**src/rtl/seg_pkg.sv**
```systemverilog
// Shared definitions for the two-digit multiplexed 7-segment scanner.
package seg_pkg;

  // Scan sequence: SHOW_ONE -> GUARD1 -> SHOW_TEN -> GUARD0 -> SHOW_ONE
  typedef enum logic [1:0] {
    S_SHOW_ONE = 2'd0,
    S_GUARD1   = 2'd1,
    S_SHOW_TEN = 2'd2,
    S_GUARD0   = 2'd3
  } state_t;

  // Active-low segment patterns, bit order {g,f,e,d,c,b,a}
  localparam logic [6:0] SEG_0   = 7'h40;
  localparam logic [6:0] SEG_1   = 7'h79;
  localparam logic [6:0] SEG_2   = 7'h24;
  localparam logic [6:0] SEG_3   = 7'h30;
  localparam logic [6:0] SEG_4   = 7'h19;
  localparam logic [6:0] SEG_5   = 7'h12;
  localparam logic [6:0] SEG_6   = 7'h02;
  localparam logic [6:0] SEG_7   = 7'h78;
  localparam logic [6:0] SEG_8   = 7'h00;
  localparam logic [6:0] SEG_9   = 7'h10;
  localparam logic [6:0] SEG_OFF = 7'h7F;

  // Active-low digit enables: an[0] = units, an[1] = tens
  localparam logic [1:0] AN_OFF = 2'b11;
  localparam logic [1:0] AN_ONE = 2'b10;
  localparam logic [1:0] AN_TEN = 2'b01;

endpackage

```
**src/rtl/seg_scan_if.sv**
```systemverilog
// Digit inputs and display outputs of the segment scanner.
interface seg_scan_if;
  logic [3:0] one;
  logic [3:0] ten;
  logic       blank_lz;
  logic [6:0] seg;
  logic [1:0] an;
  logic       frame_tick;

  // master: digit source / display consumer; slave: the scanner itself
  modport master (output one, output ten, output blank_lz,
                  input seg, input an, input frame_tick);
  modport slave  (input one, input ten, input blank_lz,
                  output seg, output an, output frame_tick);
endinterface

```
**src/rtl/seg_decode.sv**
```systemverilog
// BCD to active-low 7-segment decoder; codes 10-15 decode to all-dark.
module seg_decode
  import seg_pkg::*;
(
  input  logic [3:0] bcd,
  output logic [6:0] seg
);

  // Pure lookup, invalid codes fall to dark
  always_comb begin
    seg = SEG_OFF;
    case (bcd)
      4'd0: seg = SEG_0;
      4'd1: seg = SEG_1;
      4'd2: seg = SEG_2;
      4'd3: seg = SEG_3;
      4'd4: seg = SEG_4;
      4'd5: seg = SEG_5;
      4'd6: seg = SEG_6;
      4'd7: seg = SEG_7;
      4'd8: seg = SEG_8;
      4'd9: seg = SEG_9;
      default: seg = SEG_OFF;
    endcase
  end

endmodule

```
**src/rtl/seg_scan.sv**
```systemverilog
// Two-digit multiplexed 7-segment scanner with dark guard slots between
// digits. Digits are captured once per frame so a frame never mixes values.
module seg_scan
  import seg_pkg::*;
#(
  parameter int SCAN_DIV = 50000,
  parameter int GUARD    = 500
) (
  input  logic      clkin,
  input  logic      rst,
  seg_scan_if.slave bus
);

  localparam int MAXV = (SCAN_DIV > GUARD) ? SCAN_DIV : GUARD;
  localparam int CW   = $clog2(MAXV);
  localparam logic [CW-1:0] SCAN_LAST  = CW'(SCAN_DIV - 1);
  localparam logic [CW-1:0] GUARD_LAST = CW'(GUARD - 1);

  state_t        state;
  logic [CW-1:0] cnt;
  logic [CW-1:0] cnt_last;
  logic [3:0]    one_q;
  logic [3:0]    ten_q;
  logic          blank_q;
  logic [3:0]    dec_in;
  logic [6:0]    dec_out;
  logic [6:0]    seg_q;
  logic [1:0]    an_q;
  logic          tick_q;

  // Dwell length of the current state
  always_comb begin
    cnt_last = GUARD_LAST;
    if (state == S_SHOW_ONE || state == S_SHOW_TEN) cnt_last = SCAN_LAST;
  end

  // Decoder feeds the digit about to be shown: in GUARD0 that is the units
  // digit being captured on this edge, in GUARD1 the already-latched tens.
  always_comb begin
    dec_in = ten_q;
    if (state == S_GUARD0) dec_in = bus.one;
  end

  seg_decode u_dec (
    .bcd (dec_in),
    .seg (dec_out)
  );

  // Scan FSM with dwell counter and registered display outputs
  always_ff @(posedge clkin) begin
    if (rst) begin
      state   <= S_GUARD0;
      cnt     <= '0;
      one_q   <= 4'd0;
      ten_q   <= 4'd0;
      blank_q <= 1'b0;
      an_q    <= AN_OFF;
      seg_q   <= SEG_OFF;
      tick_q  <= 1'b0;
    end else begin
      tick_q <= 1'b0;
      if (cnt != cnt_last) begin
        cnt <= cnt + CW'(1);
      end else begin
        cnt <= '0;
        case (state)
          S_SHOW_ONE: begin
            state <= S_GUARD1;
            an_q  <= AN_OFF;
            seg_q <= SEG_OFF;
          end
          S_GUARD1: begin
            state <= S_SHOW_TEN;
            if (blank_q && ten_q == 4'd0) begin
              an_q  <= AN_OFF;
              seg_q <= SEG_OFF;
            end else begin
              an_q  <= AN_TEN;
              seg_q <= dec_out;
            end
          end
          S_SHOW_TEN: begin
            state <= S_GUARD0;
            an_q  <= AN_OFF;
            seg_q <= SEG_OFF;
          end
          default: begin
            state   <= S_SHOW_ONE;
            one_q   <= bus.one;
            ten_q   <= bus.ten;
            blank_q <= bus.blank_lz;
            an_q    <= AN_ONE;
            seg_q   <= dec_out;
            tick_q  <= 1'b1;
          end
        endcase
      end
    end
  end

  assign bus.seg        = seg_q;
  assign bus.an         = an_q;
  assign bus.frame_tick = tick_q;

endmodule

```
**src/flat_wrapper.sv**
```systemverilog
// flat-port wrapper written by rule: the top's interface ports become plain ports
module seg_scan_flat import seg_pkg::*;
#(
  parameter int SCAN_DIV = 50000,
  parameter int GUARD    = 500
)
  (clkin, rst, bus_one, bus_ten, bus_blank_lz, bus_seg, bus_an, bus_frame_tick);
  seg_scan_if bus_i ();
  input  logic clkin;
  input  logic rst;
  input wire logic [$bits(bus_i.one)-1:0] bus_one;
  input wire logic [$bits(bus_i.ten)-1:0] bus_ten;
  input wire logic [$bits(bus_i.blank_lz)-1:0] bus_blank_lz;
  output wire logic [$bits(bus_i.seg)-1:0] bus_seg;
  output wire logic [$bits(bus_i.an)-1:0] bus_an;
  output wire logic [$bits(bus_i.frame_tick)-1:0] bus_frame_tick;
  assign bus_i.one = bus_one;
  assign bus_i.ten = bus_ten;
  assign bus_i.blank_lz = bus_blank_lz;
  assign bus_seg = bus_i.seg;
  assign bus_an = bus_i.an;
  assign bus_frame_tick = bus_i.frame_tick;
  seg_scan #(.SCAN_DIV(SCAN_DIV), .GUARD(GUARD)) u_core (.clkin(clkin), .rst(rst), .bus(bus_i));
endmodule
```
**config.mk**
```make
export PLATFORM = sky130hd
export DESIGN_NAME = seg_scan_flat
export DESIGN_NICKNAME = d
export VERILOG_FILES = /design/src/rtl/seg_pkg.sv /design/src/rtl/seg_scan_if.sv /design/src/rtl/seg_decode.sv /design/src/rtl/seg_scan.sv /design/src/flat_wrapper.sv
export SDC_FILE = /design/constraint.sdc
export NUM_CORES = 1
export LEC_CHECK = 0
export CORE_MARGIN = 4
export CORE_UTILIZATION = 31
export DETAILED_ROUTE_END_ITERATION = 8
export HOLD_SLACK_MARGIN = 0.12
export PLACE_DENSITY_LB_ADDON = 0.2
export SLEW_MARGIN = 20
export SYNTH_ARGS = -nofsm -noshare
export SYNTH_HDL_FRONTEND = slang
export SYNTH_SLANG_ARGS = --single-unit
```
**constraint.sdc**
```tcl
create_clock -name clkin -period 3 [get_ports clkin]
set_input_delay 0.45 -clock clkin [delete_from_list [all_inputs] [get_ports clkin]]
set_output_delay 0.45 -clock clkin [all_outputs]
set_load 0.02 [all_outputs]
```
==> impl_metrics.ini <==
[clock_tree]
cts_buffer_depth = 2
clk_pin_slew_ns = 0.08
cts_tree = done
cts_root_buffer = clkbuf_8
post_cts_buffers = 0
insertion_delay_ns = 0.29
cts_sinks = 33
cts_hold_buf = 0
h-tree-depth = 2
cts_resized = 0
cts_made_buffers = 5

[setup_path]
critPathLaunchType = flop
cp.arrival_ns = 2.66
crit_type = flop to flop
worstPathMaxFanout = 15
critPathCaptureType = flop
cp.required_ns = 3.19
startpoint = u_core.cnt[4]
r2r-start = u_core.cnt[4]

[logic_synthesis]
ys_seq_area_share_pct = 37.9
netlist_instances = 185
synth.net_count = 208
synth_seq_cells = 33
synth.avg_cell_area_sq_um = 9.43
yosysWarningCount = 0
ys_types = 42
synthesis.area_sq_mm = 0.00174

[global_route]
antenna_found_initial = 0
grt_overflow_total = 0
track_usage_pct = 11.1
grt_max_degree = 16
grt_pass1_wl_um = 6290
grt_pass1_vias = 1316

[timing]
hold_viol_final = 0
finalHoldWorstSlack_ns = 0.465
min_period_ns = 2.48
tightest_slew_ns = 0.537
setup_viol = 0
min_period_over_period_pct = 82.5
final.setup_skew_ns = 0.0126
rsz0062_at_grt = false
tns_ns = 0
slew_violations = 0
clock.fmax_mhz = 404
relSlewSlack_pct = 64.1

[final_layout]
fin_nets = 230
instances_no_fill = 280
n_fill_cell = 575
area_delta_synth_final_pct = 20.3
diodes = 0
layout_common_cells = nor2_1 (33), dfxtp_1 (33), clkdlybuf4s50_1 (20)
final_area_sq_mm = 0.00210
drive_gt1_share_pct = 9.13

[floorplan]
die_h_um = 83.0
io_pins = 21
die_w_um = 83.0
rows = 27
die-area_sq_mm = 0.00689
start_util_pct = 31.9
core-area_sq_mm = 0.00547

[run_status]
status = completed

[drt]
vias = 1328
wl_per_cell_um = 12.3
wirelength_um = 3430
dr.pass1.iters = 4
drt_iter0_drc = 64
vias_per_cell = 4.74
drc_errors = 0
drt.antenna.violating_nets = 0

[job]
maxCapViolCount = 0

[pwr]
ir_drop_mv = 0.204
powerDensity_mw_per_mm2 = 399
power.leakage_nw = 0.868

[placement]
io_buffers = 20
dp_hpwl_um = 2600
dpl_cell_area_sq_mm = 0.00201
place_congestion = 0.743
place_inst = 272

[min_path]
worst_hold_path_type = flop to flop
hp-start = u_core.bus.seg[4]
==> metal layers <==
| metal | track usage, % | vias up | wire length [um] |
|---|---|---|---|
| met5 | 0 | - | 0 |
| met4 | 4.01 | 0 | 59 |
| met3 | 3.08 | 7 | 159 |
| met2 | 17.4 | 25 | 1570 |
| met1 | 14.4 | 601 | 1640 |
| li1 | - | 695 | - |
==> final timing paths <==
path                            depth (start not counted)  slack, ns           endpoint
worst max-delay path                                    6       0.52      u_core.cnt[0]
worst min-delay path                                    1       0.47  u_core.bus.seg[4]
worst max register to register                          6       0.52      u_core.cnt[0]
worst min register to register                          1       0.47  u_core.bus.seg[4]
==> sequential cells by signal, indices dropped and copies added (netlist names) <==
name                   count
u_core.bus.an              2
u_core.ten_q               4
u_core.bus.seg             7
u_core.state               2
u_core.bus.frame_tick      1
u_core.cnt                16
u_core.blank_q             1
==> synthesized netlist by cell type (all sizes together) <==
library cell	number	share of area, %
nor2	33	7.1
a311oi	1	0.50
o2111a	1	0.65
o21ai	3	0.86
nor4b	2	1.0
and4	2	1.1
dfxtp	33	38
nor4	1	0.36
clkbuf	4	0.93
nand2	11	2.4
mux2i	11	6.3
a221o	4	2.3
a31oi	1	0.36
inv	8	1.7
nand2b	3	1.1
or4	1	0.43
or3	1	0.36
nand3	8	3.0
mux2	3	2.2
a21oi	3	0.86
a41o	2	1.2
a21o	1	0.43
and3	1	0.36
xor2	10	5.0
xnor2	4	2.0
or4b	1	0.79
or2b	1	0.43
ha	12	8.6
buf	2	1.1
nor3	2	1.2
a211o	4	2.0
nand4	8	3.2
and2	2	0.72
o41ai	1	1.6
==> cell families (layout without fill, tap and decap cells) <==
group,count (synthesis),count (layout),synth area share (%)
AOI/OAI and AO/OA,21,21,10.8
xor gates and xnor gates,14,14,7.03
buffers and inverters,14,37,3.73
and+or+nand+nor,77,77,23.5
muxes,14,14,8.46
adders and majority gates,12,12,8.61
DFF,33,33,37.9
==> final cells by class <==
type | instances | area [sq um] | area share [%]
clock buffers | 5 | 68.8 | 3.28
clock inverters | 3 | 22.5 | 1.07
inverters | 8 | 30.0 | 1.43
multi-input cells | 138 | 1020 | 48.5
flip-flops and latches | 33 | 661 | 31.5
well taps | 72 | 90.1 | 4.29
repair buffers | 21 | 208 | 9.90
==> stage by stage <==
stage | setup slack (ns) | utilization [%] | power [mW]
after CTS | 0.483 | 38.3 | 0.849
after floorplan | 0.709 | - | 0.485
final | 0.525 | 38.3 | 0.837
after detailed placement | 0.504 | 36.7 | 0.507
after global placement | 0.522 | 36.7 | 0.507
after global routing | 0.277 | 38.3 | 0.878
==> worst max-delay path, cell delays in order, from the launching register on <==
cell and delay [ns]:
dfxtp_1 0.42, or4b_4 0.50, o41ai_4 0.50, nand3_4 0.30
nand2b_1 0.38, buf_4 0.23, nor2_1 0.05
==> power by group <==
group | internal, mW | switching, mW | total (mW) | leakage, nW
Sequential | 0.441 | 0.00515 | 0.446 | 0.267
Clock | 0.163 | 0.178 | 0.341 | 0.0364
Combinational | 0.0243 | 0.0259 | 0.0502 | 0.565
Total | 0.628 | 0.209 | 0.837 | 0.868
(Power assumes the default switching activity.)
